### src/rtl/snake_pkg.sv
// Shared definitions for the snake VGA draw chain.
//   RGB_W / HV_W     : colour and pixel-coordinate widths used by every stage
//   *_DEF            : default grid geometry widths for the grid renderers
//   vga_timing_t     : timing bundle carried alongside the colour in each stage
package snake_pkg;

    localparam int RGB_W      = 12;
    localparam int HV_W       = 11;
    localparam int COL_W_DEF  = 7;
    localparam int ROW_W_DEF  = 6;
    localparam int GRID_W_DEF = 10;

    typedef struct packed {
        logic [HV_W-1:0] hcount;
        logic [HV_W-1:0] vcount;
        logic            hsync;
        logic            hblnk;
        logic            vsync;
        logic            vblnk;
    } vga_timing_t;

endpackage

### src/rtl/draw_grid_items_if.sv
// Pixel-stream and item-descriptor bus for draw_grid_items.
//   *_in       : upstream timing + colour, grid size, per-item descriptors
//   *_out      : timing + composited colour, delayed by the renderer
//   master     : drives the inputs (upstream stage / bench)
//   slave      : the renderer
interface draw_grid_items_if #(
    parameter int N_ITEMS = 4,
    parameter int COL_W   = snake_pkg::COL_W_DEF,
    parameter int ROW_W   = snake_pkg::ROW_W_DEF,
    parameter int GRID_W  = snake_pkg::GRID_W_DEF
) ();
    import snake_pkg::*;

    logic [HV_W-1:0]          hcount_in;
    logic [HV_W-1:0]          vcount_in;
    logic                     hsync_in;
    logic                     hblnk_in;
    logic                     vsync_in;
    logic                     vblnk_in;
    logic [RGB_W-1:0]         rgb_in;
    logic [GRID_W-1:0]        grid_size;
    logic [N_ITEMS*COL_W-1:0] item_x;
    logic [N_ITEMS*ROW_W-1:0] item_y;
    logic [N_ITEMS*RGB_W-1:0] item_rgb;
    logic [N_ITEMS-1:0]       item_en;
    logic [N_ITEMS-1:0]       item_blink;

    logic [HV_W-1:0]          hcount_out;
    logic [HV_W-1:0]          vcount_out;
    logic                     hsync_out;
    logic                     hblnk_out;
    logic                     vsync_out;
    logic                     vblnk_out;
    logic [RGB_W-1:0]         rgb_out;

    modport master (
        output hcount_in, vcount_in, hsync_in, hblnk_in, vsync_in, vblnk_in, rgb_in,
               grid_size, item_x, item_y, item_rgb, item_en, item_blink,
        input  hcount_out, vcount_out, hsync_out, hblnk_out, vsync_out, vblnk_out, rgb_out
    );

    modport slave (
        input  hcount_in, vcount_in, hsync_in, hblnk_in, vsync_in, vblnk_in, rgb_in,
               grid_size, item_x, item_y, item_rgb, item_en, item_blink,
        output hcount_out, vcount_out, hsync_out, hblnk_out, vsync_out, vblnk_out, rgb_out
    );

endinterface

### src/rtl/grid_cell_tracker.sv
// Tracks which grid cell the current pixel falls in, using counters instead
// of a divider. Outputs are registered, so they line up with any signal the
// caller registers once from the same input cycle.
//   pclk, rst       : pixel clock, async active-high reset
//   hcount_i/vcount_i : pixel coordinates (hcount must step by 1 per cycle)
//   grid_size_i     : cell edge length, latched only at pixel (0,0)
//   col_o / row_o   : 1-based cell column / row, saturating at all-ones
//   gs_zero_o       : latched grid size is 0 (caller should draw nothing)
module grid_cell_tracker #(
    parameter int COL_W  = snake_pkg::COL_W_DEF,
    parameter int ROW_W  = snake_pkg::ROW_W_DEF,
    parameter int GRID_W = snake_pkg::GRID_W_DEF,
    parameter int HV_W   = snake_pkg::HV_W
) (
    input  logic              pclk,
    input  logic              rst,
    input  logic [HV_W-1:0]   hcount_i,
    input  logic [HV_W-1:0]   vcount_i,
    input  logic [GRID_W-1:0] grid_size_i,
    output logic [COL_W-1:0]  col_o,
    output logic [ROW_W-1:0]  row_o,
    output logic              gs_zero_o
);

    logic [GRID_W-1:0] gs_q, gs_d;
    logic [GRID_W-1:0] pcnt_q, pcnt_d;
    logic [GRID_W-1:0] rcnt_q, rcnt_d;
    logic [COL_W-1:0]  col_q, col_d;
    logic [ROW_W-1:0]  row_q, row_d;
    logic [GRID_W-1:0] gs_last;
    logic              line_start;

    assign line_start = (hcount_i == '0);
    // Wrap compare uses the size of the current frame; col/row are forced
    // to 1 at (0,0), so the new size is in place before it is first needed.
    assign gs_last    = gs_q - GRID_W'(1);

    always_comb begin
        gs_d   = gs_q;
        pcnt_d = pcnt_q;
        col_d  = col_q;
        rcnt_d = rcnt_q;
        row_d  = row_q;

        if (line_start && vcount_i == '0)
            gs_d = grid_size_i;

        if (line_start) begin
            col_d  = COL_W'(1);
            pcnt_d = '0;
        end else if (pcnt_q == gs_last) begin
            pcnt_d = '0;
            if (col_q != '1)
                col_d = col_q + COL_W'(1);
        end else begin
            pcnt_d = pcnt_q + GRID_W'(1);
        end

        if (line_start) begin
            if (vcount_i == '0) begin
                row_d  = ROW_W'(1);
                rcnt_d = '0;
            end else if (rcnt_q == gs_last) begin
                rcnt_d = '0;
                if (row_q != '1)
                    row_d = row_q + ROW_W'(1);
            end else begin
                rcnt_d = rcnt_q + GRID_W'(1);
            end
        end
    end

    always_ff @(posedge pclk or posedge rst) begin
        if (rst) begin
            gs_q   <= '0;
            pcnt_q <= '0;
            rcnt_q <= '0;
            col_q  <= COL_W'(1);
            row_q  <= ROW_W'(1);
        end else begin
            gs_q   <= gs_d;
            pcnt_q <= pcnt_d;
            rcnt_q <= rcnt_d;
            col_q  <= col_d;
            row_q  <= row_d;
        end
    end

    assign col_o     = col_q;
    assign row_o     = row_q;
    assign gs_zero_o = (gs_q == '0);

endmodule

### src/rtl/draw_grid_items.sv
// Overlays up to N_ITEMS coloured grid cells on the VGA stream, with
// per-item enable, colour and blink; lowest index wins on overlap.
// Two-cycle latency: stage 1 registers inputs (cell position comes from
// grid_cell_tracker on the same edge), stage 2 registers the mux result.
//   pclk, rst : pixel clock, async active-high reset
//   bus       : draw_grid_items_if slave (pixel stream in/out + items)
module draw_grid_items #(
    parameter int N_ITEMS      = 4,
    parameter int COL_W        = snake_pkg::COL_W_DEF,
    parameter int ROW_W        = snake_pkg::ROW_W_DEF,
    parameter int GRID_W       = snake_pkg::GRID_W_DEF,
    parameter int BLINK_FRAMES = 16
) (
    input  logic              pclk,
    input  logic              rst,
    draw_grid_items_if.slave  bus
);
    import snake_pkg::*;

    localparam int             FC_W    = (BLINK_FRAMES > 1) ? $clog2(BLINK_FRAMES) : 1;
    localparam logic [FC_W-1:0] FC_LAST = FC_W'(BLINK_FRAMES - 1);

    vga_timing_t              tim_in;
    vga_timing_t [2:1]        tim_pipe_q;
    logic [RGB_W-1:0]         rgb_s1_q;
    logic [N_ITEMS*COL_W-1:0] x_s1_q;
    logic [N_ITEMS*ROW_W-1:0] y_s1_q;
    logic [N_ITEMS*RGB_W-1:0] c_s1_q;
    logic [N_ITEMS-1:0]       en_s1_q;
    logic [N_ITEMS-1:0]       bl_s1_q;
    logic [RGB_W-1:0]         rgb_out_q, rgb_d;

    logic [COL_W-1:0]         col;
    logic [ROW_W-1:0]         row;
    logic                     gs_zero;

    logic                     vs_prev_q;
    logic                     vs_rise;
    logic [FC_W-1:0]          fcnt_q, fcnt_d;
    logic                     phase_q, phase_d;

    logic [N_ITEMS-1:0]       hit;

    assign tim_in = {bus.hcount_in, bus.vcount_in,
                     bus.hsync_in, bus.hblnk_in, bus.vsync_in, bus.vblnk_in};

    grid_cell_tracker #(
        .COL_W  (COL_W),
        .ROW_W  (ROW_W),
        .GRID_W (GRID_W),
        .HV_W   (HV_W)
    ) u_tracker (
        .pclk        (pclk),
        .rst         (rst),
        .hcount_i    (bus.hcount_in),
        .vcount_i    (bus.vcount_in),
        .grid_size_i (bus.grid_size),
        .col_o       (col),
        .row_o       (row),
        .gs_zero_o   (gs_zero)
    );

    // Blink phase advances on vsync rising edges, toggling every
    // BLINK_FRAMES frames.
    assign vs_rise = bus.vsync_in & ~vs_prev_q;

    always_comb begin
        fcnt_d  = fcnt_q;
        phase_d = phase_q;
        if (vs_rise) begin
            if (fcnt_q == FC_LAST) begin
                fcnt_d  = '0;
                phase_d = ~phase_q;
            end else begin
                fcnt_d = fcnt_q + FC_W'(1);
            end
        end
    end

    for (genvar i = 0; i < N_ITEMS; i++) begin : g_hit
        logic [COL_W-1:0] x;
        logic [ROW_W-1:0] y;
        assign x      = x_s1_q[i*COL_W +: COL_W];
        assign y      = y_s1_q[i*ROW_W +: ROW_W];
        assign hit[i] = en_s1_q[i] && !gs_zero
                     && (x == col) && (y == row)
                     && (x != '0) && (y != '0)
                     && (!bl_s1_q[i] || phase_q);
    end

    // Walk from the top index down so the lowest-index hit is applied last.
    always_comb begin
        rgb_d = rgb_s1_q;
        for (int i = N_ITEMS - 1; i >= 0; i--)
            if (hit[i])
                rgb_d = c_s1_q[i*RGB_W +: RGB_W];
    end

    always_ff @(posedge pclk or posedge rst) begin
        if (rst) begin
            tim_pipe_q <= '0;
            rgb_s1_q   <= '0;
            x_s1_q     <= '0;
            y_s1_q     <= '0;
            c_s1_q     <= '0;
            en_s1_q    <= '0;
            bl_s1_q    <= '0;
            rgb_out_q  <= '0;
            vs_prev_q  <= 1'b0;
            fcnt_q     <= '0;
            phase_q    <= 1'b1;
        end else begin
            tim_pipe_q[1] <= tim_in;
            tim_pipe_q[2] <= tim_pipe_q[1];
            rgb_s1_q      <= bus.rgb_in;
            x_s1_q        <= bus.item_x;
            y_s1_q        <= bus.item_y;
            c_s1_q        <= bus.item_rgb;
            en_s1_q       <= bus.item_en;
            bl_s1_q       <= bus.item_blink;
            rgb_out_q     <= rgb_d;
            vs_prev_q     <= bus.vsync_in;
            fcnt_q        <= fcnt_d;
            phase_q       <= phase_d;
        end
    end

    assign bus.hcount_out = tim_pipe_q[2].hcount;
    assign bus.vcount_out = tim_pipe_q[2].vcount;
    assign bus.hsync_out  = tim_pipe_q[2].hsync;
    assign bus.hblnk_out  = tim_pipe_q[2].hblnk;
    assign bus.vsync_out  = tim_pipe_q[2].vsync;
    assign bus.vblnk_out  = tim_pipe_q[2].vblnk;
    assign bus.rgb_out    = rgb_out_q;

endmodule
### src/flat_wrapper.sv
// flat-port wrapper written by rule: the top's interface ports become plain ports
module draw_grid_items_flat import snake_pkg::*;
#(
    parameter int N_ITEMS      = 4,
    parameter int COL_W        = snake_pkg::COL_W_DEF,
    parameter int ROW_W        = snake_pkg::ROW_W_DEF,
    parameter int GRID_W       = snake_pkg::GRID_W_DEF,
    parameter int BLINK_FRAMES = 16
)
  (pclk, rst, bus_hcount_in, bus_vcount_in, bus_hsync_in, bus_hblnk_in, bus_vsync_in, bus_vblnk_in, bus_rgb_in, bus_grid_size, bus_item_x, bus_item_y, bus_item_rgb, bus_item_en, bus_item_blink, bus_hcount_out, bus_vcount_out, bus_hsync_out, bus_hblnk_out, bus_vsync_out, bus_vblnk_out, bus_rgb_out);
  draw_grid_items_if #(.N_ITEMS(N_ITEMS), .COL_W(COL_W), .ROW_W(ROW_W), .GRID_W(GRID_W)) bus_i ();
  input  logic pclk;
  input  logic rst;
  input wire logic [$bits(bus_i.hcount_in)-1:0] bus_hcount_in;
  input wire logic [$bits(bus_i.vcount_in)-1:0] bus_vcount_in;
  input wire logic [$bits(bus_i.hsync_in)-1:0] bus_hsync_in;
  input wire logic [$bits(bus_i.hblnk_in)-1:0] bus_hblnk_in;
  input wire logic [$bits(bus_i.vsync_in)-1:0] bus_vsync_in;
  input wire logic [$bits(bus_i.vblnk_in)-1:0] bus_vblnk_in;
  input wire logic [$bits(bus_i.rgb_in)-1:0] bus_rgb_in;
  input wire logic [$bits(bus_i.grid_size)-1:0] bus_grid_size;
  input wire logic [$bits(bus_i.item_x)-1:0] bus_item_x;
  input wire logic [$bits(bus_i.item_y)-1:0] bus_item_y;
  input wire logic [$bits(bus_i.item_rgb)-1:0] bus_item_rgb;
  input wire logic [$bits(bus_i.item_en)-1:0] bus_item_en;
  input wire logic [$bits(bus_i.item_blink)-1:0] bus_item_blink;
  output wire logic [$bits(bus_i.hcount_out)-1:0] bus_hcount_out;
  output wire logic [$bits(bus_i.vcount_out)-1:0] bus_vcount_out;
  output wire logic [$bits(bus_i.hsync_out)-1:0] bus_hsync_out;
  output wire logic [$bits(bus_i.hblnk_out)-1:0] bus_hblnk_out;
  output wire logic [$bits(bus_i.vsync_out)-1:0] bus_vsync_out;
  output wire logic [$bits(bus_i.vblnk_out)-1:0] bus_vblnk_out;
  output wire logic [$bits(bus_i.rgb_out)-1:0] bus_rgb_out;
  assign bus_i.hcount_in = bus_hcount_in;
  assign bus_i.vcount_in = bus_vcount_in;
  assign bus_i.hsync_in = bus_hsync_in;
  assign bus_i.hblnk_in = bus_hblnk_in;
  assign bus_i.vsync_in = bus_vsync_in;
  assign bus_i.vblnk_in = bus_vblnk_in;
  assign bus_i.rgb_in = bus_rgb_in;
  assign bus_i.grid_size = bus_grid_size;
  assign bus_i.item_x = bus_item_x;
  assign bus_i.item_y = bus_item_y;
  assign bus_i.item_rgb = bus_item_rgb;
  assign bus_i.item_en = bus_item_en;
  assign bus_i.item_blink = bus_item_blink;
  assign bus_hcount_out = bus_i.hcount_out;
  assign bus_vcount_out = bus_i.vcount_out;
  assign bus_hsync_out = bus_i.hsync_out;
  assign bus_hblnk_out = bus_i.hblnk_out;
  assign bus_vsync_out = bus_i.vsync_out;
  assign bus_vblnk_out = bus_i.vblnk_out;
  assign bus_rgb_out = bus_i.rgb_out;
  draw_grid_items #(.N_ITEMS(N_ITEMS), .COL_W(COL_W), .ROW_W(ROW_W), .GRID_W(GRID_W), .BLINK_FRAMES(BLINK_FRAMES)) u_core (.pclk(pclk), .rst(rst), .bus(bus_i));
endmodule
### config.mk
export PLATFORM = sky130hd
export DESIGN_NAME = draw_grid_items_flat
export DESIGN_NICKNAME = d
export VERILOG_FILES = /design/src/rtl/snake_pkg.sv /design/src/rtl/draw_grid_items_if.sv /design/src/rtl/grid_cell_tracker.sv /design/src/rtl/draw_grid_items.sv /design/src/flat_wrapper.sv
export SDC_FILE = /design/constraint.sdc
export NUM_CORES = 1
export LEC_CHECK = 0
export BUFFER_PORTS_ARGS = -buffer_cell sky130_fd_sc_hd__buf_2
export CAP_MARGIN = 20
export CORE_MARGIN = 3
export CORE_UTILIZATION = 55
export CTS_CLUSTER_DIAMETER = 100
export DETAILED_ROUTE_END_ITERATION = 10
export PLACE_DENSITY = 0.88
export SLEW_MARGIN = 10
export SYNTH_ARGS = -nofsm -noshare
export SYNTH_HDL_FRONTEND = slang
export SYNTH_HIERARCHICAL = 1
export SYNTH_SLANG_ARGS = --single-unit
### constraint.sdc
create_clock -name pclk -period 18.37 [get_ports pclk]
set_clock_uncertainty 0.1 [all_clocks]
set_input_delay 2.7555 -clock pclk [delete_from_list [all_inputs] [get_ports pclk]]
set_output_delay 2.7555 -clock pclk [all_outputs]
set_load 0.005 [all_outputs]
After elaboration in Yosys (flattened, before gate mapping)
Cells that the tools add are included.
{"block": "word_totals", "memories": 0, "mem_bits_ro": 0, "output_inout_bits": 38, "ram_bits": 0, "register_bits": 232, "latchBits": 0, "in_bits": 158}
{"block": "classes", "n_reduce_logical": 52, "multipliers": 0, "n_eq_ne": 13, "magnitude_cmp": 0, "muxes": 15, "bitwise": 3, "n_shift": 0, "addsub": 6, "n_div": 0}
{"op": "12-bit two-way mux", "n": 4}
{"op": "10-bit two-way mux", "n": 4}
{"op": "7-bit == test", "n": 4}
{"op": "7-bit nonzero test", "n": 4}
{"op": "1-bit logical AND", "n": 25}
{"op": "6-bit == test", "n": 4}
{"op": "6-bit nonzero test", "n": 4}
{"op": "11-bit zero test", "n": 2}
{"op": "7-bit two-way mux", "n": 3}
{"op": "10-bit by 1-bit adder with 10-bit output (second input constant)", "n": 2}
{"op": "10-bit == test", "n": 2}
{"op": "6-bit two-way mux", "n": 3}
{"op": "10-bit zero test", "n": 1}
{"op": "10-bit by 1-bit subtractor with 10-bit output (second input constant)", "n": 1}
{"op": "2-bit nonzero test", "n": 4}
{"op": "7-bit by 1-bit adder with 7-bit output (second input constant)", "n": 1}
{"op": "7-bit != test (second input constant)", "n": 1}
{"op": "6-bit by 1-bit adder with 6-bit output (second input constant)", "n": 1}
{"op": "6-bit != test (second input constant)", "n": 1}
{"op": "1-bit zero test", "n": 5}
{"op": "4-bit by 1-bit adder with 4-bit output (second input constant)", "n": 1}
{"op": "4-bit == test (second input constant)", "n": 1}
{"op": "1-bit logical OR", "n": 4}
{"op": "4-bit two-way mux", "n": 1}
{"op": "4 further kinds", "n": 6}

Depth between registers and ports, before layout
Gate-level depths: netlist (run 1).
{"block": "logic_depth", "ltp_word": 12, "depth_mapped": 12}

Hierarchy
The synthesis (run 1) kept the hierarchy.
{"module": "draw_grid_items", "n_inst": 1, "seq_area_each_um2": 4730.8, "cells_per_inst": 422, "area_each_um2": 6434.9}
{"module": "grid_cell_tracker", "n_inst": 1, "seq_area_each_um2": 1078.5, "cells_per_inst": 294, "area_each_um2": 2655.0}

Worst setup path after synthesis (run 1)
Ideal clock, no wire load.
{"block": "synth_timing", "path_type": "input -> register", "start": "in bus_hcount_in[3]", "end": "reg u_core.u_tracker.rcnt_q[2]", "setup_slack_ps": 13823, "arrival_time_ps": 4326, "n_path_buf": 2, "path_stages": 6, "required_ps": 18149, "path_cell_list": "nor4_1 > and3_1 > buf_6 > dlygate4sd3_1 > o21ai_0 > a22o_1"}
{"block": "synth_via", "elab_chain_cells": 1}
{"item": "start, declared", "line_no": "flat_wrapper.sv:14", "text": "input wire logic [$bits(bus_i.hcount_in)-1:0] bus_hcount_in;"}
{"item": "11-bit zero test", "line_no": "grid_cell_tracker.sv:33", "text": "assign line_start = (hcount_i == '0);"}
{"item": "end signal, assigned", "line_no": "grid_cell_tracker.sv:83", "text": "rcnt_q <= rcnt_d;"}
{"item": "end, declared", "line_no": "grid_cell_tracker.sv:27", "text": "logic [GRID_W-1:0] rcnt_q, rcnt_d;"}
No other way between the ends.
A chain may end at the register's enable or synchronous reset.

Final worst setup path (run 1)
{"block": "layout_timing", "start": "in bus_hcount_in[10]", "end": "reg u_core.u_tracker.row_q[2] (netlist: u_core/u_tracker/row_o[2])"}
{"block": "layout_via", "elab_chain_cells": 2}
{"item": "11-bit zero test", "line_no": "grid_cell_tracker.sv:33"}
{"item": "3-bit AND reduction (no line)"}
{"item": "end signal, assigned", "line_no": "grid_cell_tracker.sv:85", "text": "row_q <= row_d;"}
{"item": "end, declared", "line_no": "grid_cell_tracker.sv:29", "text": "logic [ROW_W-1:0] row_q, row_d;"}
No other way between the ends.

==> results.sh, run 1 <==
export IMPL_wl_per_cell_um=17.9
export IMPL_grt_pass1_vias=6373
export IMPL_layout_commonest_cell="dfrtp_1"
export IMPL_synth_cell_types=70
export IMPL_cp_end_kind="flip-flop"
export IMPL_worstMarginPinSlew_ns=0.953
export IMPL_die_y_um=135
export IMPL_syn_area_mm2=0.00909
export IMPL_dp_hpwl_um=14100
export IMPL_reg2reg_slack_ns=15.05
export IMPL_initial_core_util=0.566
export IMPL_cts_made_buffers=23
export IMPL_yosys_warnings=6
export IMPL_portBuffers=195
export IMPL_synthTopCellsByArea="dfrtp_1 63%, xnor2_1 5.3%, xor2_1 2.6%"
export IMPL_track_usage=0.224
export IMPL_r2r_cells=10
export IMPL_min_from="u_core/tim_pipe_q[8]$_DFF_PP0_"
export IMPL_path_clk_slew_ns=0.06
export IMPL_hold_viol=0
export IMPL_synth_top_flop_cell="dfrtp_1"
export IMPL_coreArea_mm2=0.0161
export IMPL_cts_hold_buf=0
export IMPL_cts_buffer_depth=3
export IMPL_num_antenna_cells=0
export IMPL_max_freq_mhz=212
export IMPL_drive_gt1_frac=0.305
export IMPL_cts_sinks=232
export IMPL_first_iter_violations=445
export IMPL_r2r_end="u_core/bus.rgb_out[3]$_DFF_PP0_"
export IMPL_hold_path_class="flip-flop to flip-flop"
export IMPL_insertion_delay_ns=0.50
export IMPL_grt_max_degree=80
export IMPL_grt_pass1_wl_um=32200
export IMPL_synth_edf_count=0
export IMPL_crit_required_ns=18.70
export IMPL_die_area_mm2=0.0181
export IMPL_dr_pass1_iters=5
export IMPL_antenna_found_initial=0
export IMPL_status="finished, final reports clean"
export IMPL_final_nets=1056
export IMPL_grt_overflow_total=0
export IMPL_async_reset_ff_frac=1.00
export IMPL_tns_ns=0
export IMPL_synthToLayoutAreaGrowth_pct=18.5
export IMPL_r2r_start="u_core/u_tracker/gs_q[0]$_DFFE_PP0P_"
export IMPL_nFillCells=1134
export IMPL_slew_violations=0
export IMPL_final_period_utilization=0.257
export IMPL_vias=6136
export IMPL_path_max_fanout=16
export IMPL_setup_viol=0
export IMPL_cts_resized=0
export IMPL_setup_ws_ns=13.66
export IMPL_p_per_area_mw_per_mm2=110
export IMPL_post_route_util=0.671
export IMPL_min_path_cells=0
export IMPL_startpoint_type="input port"
export IMPL_root_buffer="clkbuf_16"
export IMPL_preCtsSetupSlack_ns=13.22
export IMPL_synth_top_area_cell="dfrtp_1"
export IMPL_syn_nets=880
export IMPL_min_to="u_core/bus.vcount_out[4]$_DFF_PP0_"
export IMPL_worst_ep_arrival_time_ns=5.04
export IMPL_cts_tree="done"
export IMPL_routabilityCongestion=0.797
export IMPL_synth_top_area_share=0.630
export IMPL_avgSynthCellArea_um2=12.7
export IMPL_slew_headroom=0.364
export IMPL_ant_nets=0
export IMPL_fin_crit_ns=4.71
export IMPL_die_x_um=135
export IMPL_post_cts_buffers=0
export IMPL_viasPerCell=5.46
export IMPL_final_cell_mix="229 x dfrtp_1, 195 x buf_2, 55 x xnor2_1, 50 x nand2_1, 30 x nor2_1"
export IMPL_max_cap_violations=0
export IMPL_wl_um=20100
export IMPL_seq_area_frac_synth=0.639
export IMPL_p_leak_uw=0.00495
export IMPL_critPathKind="input port to flip-flop"
export IMPL_syn_inst=716
export IMPL_cts_htree_levels=1
export IMPL_row_count=46
export IMPL_startpoint="bus_hcount_in[10]"
export IMPL_ir_drop_mv=0.0846
export IMPL_synth_seq_cells=232
export IMPL_drc=0
export IMPL_rsz0062_at_grt="false"
export IMPL_ios=196
export IMPL_timing_hold_ws_ns=0.248
kinds of logic (layout without fill, tap and decap cells):
| logic type | count (synthesis) | count (layout) | share of synthesized area |
|---|---|---|---|
| DFF | 232 | 232 | 0.639 |
| buffers and inverters | 77 | 269 | 0.0509 |
| and+or+nand+nor | 206 | 206 | 0.125 |
| adders and majority gates | 6 | 6 | 0.00826 |
| xor gates and xnor gates | 82 | 82 | 0.0790 |
| muxes | 4 | 4 | 0.00468 |
| AOI/OAI and AO/OA | 109 | 109 | 0.0928 |
metrics by stage:
stage	power [uW]	cells	area (um2)
after floorplan	690	716	9090
after global placement	729	1082	10000
after detailed placement	737	1082	10000
after CTS	1190	1123	10800
after global routing	1240	1124	10800
final	1180	1124	10800
layout make-up:
class	count	area, um2	area share
Inverter	26	103	0.00953
Sequential cell	232	5810	0.539
Tap cell	216	270	0.0251
Clock buffer	28	614	0.0570
Clock inverter	13	126	0.0117
Timing Repair Buffer	202	1030	0.0955
Multi-Input combinational cell	407	2820	0.262
worst max path at each step:
stage	slack, ns	to	cells past startpoint
final	13.66	u_core/u_tracker/row_o[2]$_DFFE_PP0P_	7
after global routing	13.48	u_core/u_tracker/row_o[3]$_DFFE_PP0P_	7
after floorplan	10.37	u_core/bl_s1_q[0]$_DFF_PP0_	1
after CTS	13.70	u_core/u_tracker/row_o[2]$_DFFE_PP0P_	7
after global placement	13.26	u_core/u_tracker/row_o[2]$_DFFE_PP0P_	7
after detailed placement	13.22	u_core/u_tracker/row_o[3]$_DFFE_PP0P_	7
power breakdown:
group,switching [uW],total (uW),internal [uW]
sequential,49.7,601,551
clock,187,454,267
combinational,65.1,130,65.0
total,301,1180,883
per-layer routing:
metal	up-vias	GRT usage	routed length [um]
met4	0	0.0718	591
li1	2812	-	-
met3	42	0.0391	1260
met5	-	0	0
met1	3033	0.291	8050
met2	249	0.387	10200
sequential cells by signal, indices dropped and copies added (netlist names), 6 cells and up:
register,cells
u_core/bus.hcount_out,11
u_core/bus.rgb_out,12
u_core/bus.vcount_out,11
u_core/c_s1_q,48
u_core/rgb_s1_q,12
u_core/tim_pipe_q,25
u_core/u_tracker/col_o,7
u_core/u_tracker/gs_q,10
u_core/u_tracker/pcnt_q,10
u_core/u_tracker/rcnt_q,10
u_core/u_tracker/row_o,6
u_core/x_s1_q,28
u_core/y_s1_q,24
cells in the mapped netlist (2+ instances only):
library cell and instances:
clkbuf_1 12, o21ai_0 24, a311oi_1 2, a22oi_2 10, buf_6 6, ha_1 6, xor2_1 27, nand2_1 50
nand3_1 20, or3_1 5, buf_4 22, a21oi_1 17, a22o_1 7, nor2b_1 8, a22oi_1 3, nor2_1 30
nor2_2 2, nand2b_1 5, o22ai_1 3, or2_2 2, nor4_1 12, dfstp_2 3, buf_2 6, inv_1 25
nor4_4 2, or4_1 2, nor3_2 2, clkbuf_8 2, mux2_2 2, o211ai_1 25, nor3_1 12, mux2i_1 2
nand4_1 26, dfrtp_1 229, a21boi_0 2, xnor2_1 55, nand4b_1 3, nand3b_1 2, and3_1 12
worst max-delay path, cell delays in order:
cell and delay (ns):
buf_2 0.11, nor4_1 0.38, and3_1 0.60, o2111ai_1 0.27, or3_1 0.42, or3_1 0.34, a21oi_1 0.15
Power figures use the tool's default switching activity.
==> run 2: changes to the inputs <==
--- a/config.mk
+++ b/config.mk
@@ -8,10 +8,10 @@
 export BUFFER_PORTS_ARGS = -buffer_cell sky130_fd_sc_hd__buf_2
 export CAP_MARGIN = 20
 export CORE_MARGIN = 3
-export CORE_UTILIZATION = 55
+export CORE_UTILIZATION = 49
 export CTS_CLUSTER_DIAMETER = 100
 export DETAILED_ROUTE_END_ITERATION = 10
-export PLACE_DENSITY = 0.88
+export PLACE_DENSITY = 0.83
 export SLEW_MARGIN = 10
 export SYNTH_ARGS = -nofsm -noshare
 export SYNTH_HDL_FRONTEND = slang
==> constraint.sdc (replaced) <==
create_clock -name pclk -period 4.1 [get_ports pclk]
set_clock_uncertainty 0.1 [all_clocks]
set_input_delay 0.615 -clock pclk [delete_from_list [all_inputs] [get_ports pclk]]
set_output_delay 0.615 -clock pclk [all_outputs]
set_load 0.005 [all_outputs]
==> results.sh, run 2 (synthesized netlist as in run 1, its figures left out) <==
export IMPL_cts_made_buffers=23
export IMPL_cts_tree="done"
export IMPL_status="finished, final reports clean"
export IMPL_dp_hpwl_um=14200
export IMPL_drc=0
export IMPL_worstMarginPinSlew_ns=1.08
export IMPL_critPathKind="flip-flop to flip-flop"
export IMPL_path_common_cell="o211ai_1"
export IMPL_seqPwrFrac=0.499
export IMPL_fin_crit_ns=3.62
export IMPL_cts_buffer_depth=3
export IMPL_routabilityCongestion=0.919
export IMPL_top_regs="u_core/c_s1_q: 48 flops, u_core/x_s1_q: 28 flops, u_core/tim_pipe_q: 25 flops"
export IMPL_wl_um=20100
export IMPL_initial_core_util=0.503
export IMPL_drive_gt1_frac=0.305
export IMPL_p_per_area_mw_per_mm2=497
export IMPL_hold_viol=0
export IMPL_final_nets=1056
export IMPL_largest_reg_flops=48
export IMPL_final_cell_mix="229 x dfrtp_1, 195 x buf_2, 55 x xnor2_1, 50 x nand2_1, 30 x nor2_1"
export IMPL_max_freq_mhz=276
export IMPL_grt_pass1_vias=6166
export IMPL_ios=196
export IMPL_path_max_fanout=13
export IMPL_final_period_utilization=0.883
export IMPL_track_usage=0.196
export IMPL_cp_end_kind="flip-flop"
export IMPL_worst_ep_arrival_time_ns=3.88
export IMPL_layout_commonest_cell="dfrtp_1"
export IMPL_tns_ns=0
export IMPL_instances_no_fill=1137
export IMPL_viasPerCell=5.31
export IMPL_cts_sinks=232
export IMPL_max_cap_violations=0
export IMPL_cts_resized=0
export IMPL_hold_path_class="input port to flip-flop"
export IMPL_ir_drop_mv=0.381
export IMPL_cpPeakStageDelay_ns=0.81
export IMPL_die_y_um=142
export IMPL_row_count=49
export IMPL_intPower_uw=4040
export IMPL_ant_nets=0
export IMPL_die_area_mm2=0.0202
export IMPL_p_clk_frac=0.393
export IMPL_antenna_found_initial=1
export IMPL_slew_violations=0
export IMPL_rsz0062_at_grt="false"
export IMPL_critPathSlowestCell="a21oi_1"
export IMPL_die_x_um=142
export IMPL_insertion_delay_ns=0.50
export IMPL_p_leak_uw=0.00496
export IMPL_regMostFlops="u_core/c_s1_q"
export IMPL_reg2reg_slack_ns=0.48
export IMPL_synthToLayoutAreaGrowth_pct=19.3
export IMPL_grt_overflow_total=0
export IMPL_comb_power_share=0.107
export IMPL_place_inst=1096
export IMPL_grt_pass1_wl_um=31800
export IMPL_root_buffer="clkbuf_16"
export IMPL_path_clk_slew_ns=0.06
export IMPL_cts_htree_levels=1
export IMPL_grt_max_degree=101
export IMPL_coreArea_mm2=0.0181
export IMPL_setup_viol=0
export IMPL_crit_chain="inv_1 > ha_1 > nor3b_2 > and4_1 > nand4b_1 > a21oi_1 > and3_1 > o211ai_1 > o211ai_1 > nand2_1"
export IMPL_cts_hold_buf=0
export IMPL_portBuffers=195
export IMPL_dr_pass1_iters=5
export IMPL_post_cts_buffers=0
export IMPL_crit_required_ns=4.36
export IMPL_slew_headroom=0.276
export IMPL_first_iter_violations=445
export IMPL_wl_per_cell_um=17.7
export IMPL_sw_frac_of_total=0.250
export IMPL_p_switching_uw=1350
export IMPL_startpoint_type="flip-flop"
export IMPL_vias=6041
## run 2: cell type report
class,instances,area (um2)
antenna,1,2.50
clock buffer,32,679
clock inverter,8,97.6
fill,1371,7240
inverter,26,101
multi-input combinational,407,2830
sequential,232,5810
tap,229,287
timing repair buffer,202,1040
## run 2: layer usage
metal  GRT usage  vias up  routed length [um]
met2       0.315      211                9620
met3      0.0346       46                1150
li1            -     2816                   -
met1       0.274     2968                8750
met4      0.0621        0                 621
met5           0        -                   0
## run 2: worst max-delay path: cells and delay by family (launching register included)
kind                     cells  cell delay [ns]
AO/OA/AOI/OAI                3             1.14
adder cells (fa/ha/maj)      1             0.29
buffers and inverters        1             0.08
flip-flops                   1             0.45
AND/OR/NAND/NOR              5             1.42
## run 2: power groups by stage
stage	Sequential (uW)	Clock (uW)	Combinational [uW]
CTS	2690	2170	582
global route	2710	2260	651
detailed placement	2730	0	574
global placement	2710	0	552
finish	2690	2120	577
floorplan	2620	0	468
## run 2: stage by stage
| stage | utilization | total power, uW | hold WS [ns] | setup slack, ns | cell area [um2] |
|---|---|---|---|---|---|
| floorplan | - | 3090 | 0.231 | 0.951 | 9090 |
| global placement | 0.557 | 3270 | 0.232 | 0.749 | 10100 |
| detailed placement | 0.557 | 3300 | 0.235 | 0.669 | 10100 |
| CTS | 0.600 | 5440 | 0.0965 | 0.561 | 10800 |
| global route | 0.600 | 5630 | 0.0973 | 0.281 | 10800 |
| finish | 0.600 | 5390 | 0.116 | 0.478 | 10800 |
## run 2: path summary, 6_finish.rpt
check,start,endpoint,depth (start not counted)
worst max-delay path,u_core/u_tracker/gs_q[0]$_DFFE_PP0P_,u_core/bus.rgb_out[0]$_DFF_PP0_,10
worst min-delay path,bus_item_x[27],u_core/x_s1_q[27]$_DFF_PP0_,1
worst max register to register,u_core/u_tracker/gs_q[0]$_DFFE_PP0P_,u_core/bus.rgb_out[0]$_DFF_PP0_,10
worst min register to register,u_core/tim_pipe_q[2]$_DFF_PP0_,u_core/bus.hblnk_out$_DFF_PP0_,0
max in group asynchronous,rst,u_core/y_s1_q[2]$_DFF_PP0_,3
min in group asynchronous,rst,u_core/tim_pipe_q[12]$_DFF_PP0_,2
==> run 3: changes to the inputs <==
==> constraint.sdc (replaced) <==
create_clock -name pclk -period 4.1 [get_ports pclk]
set_clock_uncertainty 0.1 [all_clocks]
set_input_delay 0.41 -clock pclk [delete_from_list [all_inputs] [get_ports pclk]]
set_output_delay 0.41 -clock pclk [all_outputs]
set_load 0.005 [all_outputs]
==> results.sh, run 3 (synthesized netlist as in run 1, its figures left out) <==
export IMPL_status="finished, final reports clean"
export IMPL_first_iter_violations=493
export IMPL_comb_power_share=0.127
export IMPL_final_cell_mix="229 x dfrtp_1, 195 x buf_2, 153 x dlygate4sd3_1, 55 x xnor2_1, 50 x nand2_1"
export IMPL_min_from="bus_grid_size[8]"
export IMPL_viasPerCell=5.37
export IMPL_largest_reg_flops=48
export IMPL_drc=0
export IMPL_path_clk_slew_ns=0.06
export IMPL_crit_chain="inv_1 > ha_1 > nor3b_2 > and4_1 > nand4b_1 > a21oi_1 > and3_1 > o211ai_1 > o211ai_1 > nand2_1"
export IMPL_track_usage=0.251
export IMPL_post_cts_buffers=0
export IMPL_initial_core_util=0.503
export IMPL_row_count=49
export IMPL_max_cap_violations=0
export IMPL_max_freq_mhz=264
export IMPL_grt_max_degree=97
export IMPL_cp_end_kind="flip-flop"
export IMPL_ir_drop_mv=0.312
export IMPL_dr_pass1_iters=5
export IMPL_crit_family="simple AND/OR/NAND/NOR gates"
export IMPL_cts_sinks=232
export IMPL_die_area_mm2=0.0202
export IMPL_ant_nets=0
export IMPL_cts_buffer_depth=3
export IMPL_final_nets=1212
export IMPL_worst_ep_arrival_time_ns=4.07
export IMPL_antenna_found_initial=0
export IMPL_vias=6949
export IMPL_hold_path_class="input port to flip-flop"
export IMPL_intPower_uw=4160
export IMPL_coreArea_mm2=0.0181
export IMPL_grt_pass1_wl_um=39700
export IMPL_wl_um=25300
export IMPL_root_buffer="clkbuf_16"
export IMPL_top_regs="u_core/c_s1_q: 48 flops, u_core/x_s1_q: 28 flops, u_core/tim_pipe_q: 25 flops"
export IMPL_critPathKind="flip-flop to flip-flop"
export IMPL_preCtsSetupSlack_ns=0.600
export IMPL_die_x_um=142
export IMPL_cts_tree="done"
export IMPL_cpPeakStageDelay_ns=0.85
export IMPL_min_path_cells=3
export IMPL_ios=196
export IMPL_layout_commonest_cell="dfrtp_1"
export IMPL_die_y_um=142
export IMPL_reg2reg_slack_ns=0.31
export IMPL_p_clk_frac=0.396
export IMPL_r2r_end="u_core/bus.rgb_out[7]$_DFF_PP0_"
export IMPL_setup_ws_ns=0.308
export IMPL_cts_htree_levels=1
export IMPL_regMostFlops="u_core/c_s1_q"
export IMPL_routabilityCongestion=0.893
export IMPL_synthToLayoutAreaGrowth_pct=36.7
export IMPL_r2r_cells=10
export IMPL_regArea_mm2=0.00581
export IMPL_multi_input_area_mm2=0.00283
export IMPL_crit_buf_inv=1
export IMPL_path_max_fanout=13
export IMPL_cts_made_buffers=24
export IMPL_slew_headroom=0.271
export IMPL_p_switching_uw=1490
export IMPL_rsz0062_at_grt="false"
export IMPL_p_per_area_mw_per_mm2=455
export IMPL_num_antenna_cells=0
export IMPL_wl_per_cell_um=19.5
export IMPL_startpoint_type="flip-flop"
export IMPL_drive_gt1_frac=0.264
export IMPL_critPathSlowestCell="a21oi_1"
export IMPL_tns_ns=0
export IMPL_insertion_delay_ns=0.52
export IMPL_slew_violations=0
export IMPL_min_to="u_core/u_tracker/gs_q[8]$_DFFE_PP0P_"
export IMPL_fin_crit_ns=3.79
export IMPL_crit_required_ns=4.37
export IMPL_cts_resized=0
export IMPL_sw_frac_of_total=0.263
export IMPL_r2r_start="u_core/u_tracker/gs_q[0]$_DFFE_PP0P_"
export IMPL_worstMarginPinSlew_ns=1.09
export IMPL_nFillCells=1152
export IMPL_grt_pass1_vias=7562
export IMPL_grt_overflow_total=0
export IMPL_portBuffers=195
export IMPL_setup_viol=0
export IMPL_dp_hpwl_um=14100
export IMPL_path_common_cell="o211ai_1"
export IMPL_final_period_utilization=0.925
export IMPL_hold_viol=0
export IMPL_p_leak_uw=0.00563
export IMPL_seqPwrFrac=0.478
run 3: cell types whose count changed in the layout (fill, tap and decap cells not counted), moves of 2 or more:
| cell | previous run | this run |
|---|---|---|
| clkbuf_8 | 7 | 3 |
| buf_4 | 6 | 8 |
| clkinv_4 | 0 | 2 |
| dlygate4sd3_1 | 0 | 153 |
| clkbuf_16 | 23 | 25 |
| clkbuf_1 | 2 | 4 |
run 3: worst max-delay path by stage:
stage / endpoint / startpoint / cells past startpoint / slack, ns
2_1_floorplan: u_core/bl_s1_q[0]$_DFF_PP0_ / rst / 1 / 1.16
3_3_place_gp: u_core/bus.rgb_out[10]$_DFF_PP0_ / u_core/u_tracker/gs_q[0]$_DFFE_PP0P_ / 10 / 0.76
3_5_place_dp: u_core/bus.rgb_out[7]$_DFF_PP0_ / u_core/u_tracker/gs_q[0]$_DFFE_PP0P_ / 10 / 0.60
4_1_cts: u_core/bus.rgb_out[7]$_DFF_PP0_ / u_core/u_tracker/gs_q[0]$_DFFE_PP0P_ / 10 / 0.49
5_1_grt: u_core/bus.rgb_out[7]$_DFF_PP0_ / u_core/u_tracker/gs_q[0]$_DFFE_PP0P_ / 10 / 0.17
6_report: u_core/bus.rgb_out[7]$_DFF_PP0_ / u_core/u_tracker/gs_q[0]$_DFFE_PP0P_ / 10 / 0.31
run 3: power by group through the flow:
stage | registers (uW) | clock network [uW] | logic [uW]
CTS | 2690 | 2230 | 695
finish | 2700 | 2240 | 716
floorplan | 2620 | 0 | 468
global placement | 2720 | 0 | 553
detailed placement | 2720 | 0 | 575
global route | 2720 | 2370 | 785
run 3: routing by layer:
layer	track usage	vias to the layer above	share of wire
met3	0.0380	84	0.053
met2	0.447	289	0.52
met5	0	-	0
met4	0.112	0	0.043
li1	-	3126	-
met1	0.304	3450	0.38
run 3: stage by stage:
stage | instances | hold WS, ns | cell area (um2) | total power (uW) | util
4_1_cts | 1295 | 0.0000598 | 12400 | 5610 | 0.687
3_3_place_gp | 1098 | 0.232 | 10100 | 3270 | 0.557
2_1_floorplan | 716 | 0.231 | 9090 | 3090 | -
3_5_place_dp | 1098 | 0.235 | 10100 | 3300 | 0.557
5_1_grt | 1295 | 0.0208 | 12400 | 5880 | 0.687
6_report | 1295 | 0.00496 | 12400 | 5650 | 0.687
run 3: area by class of cell:
type	count	share of cell area
inverters	26	0.00815
clock inverters	12	0.0109
flip-flops and latches	232	0.467
multi-input cells	407	0.228
well taps	229	0.0231
clock buffers	32	0.0549
repair buffers	357	0.208
run 3: what timing repair did:
action	in CTS	in global routing
hold endpoints to repair	220	0
endpoints found under the setup margin	0	0
hold buffers	153	0
run 3: worst min-delay path, cell delays in order:
cell and delay (ns):
buf_2 0.09, nand2_1 0.04, nand2_1 0.04
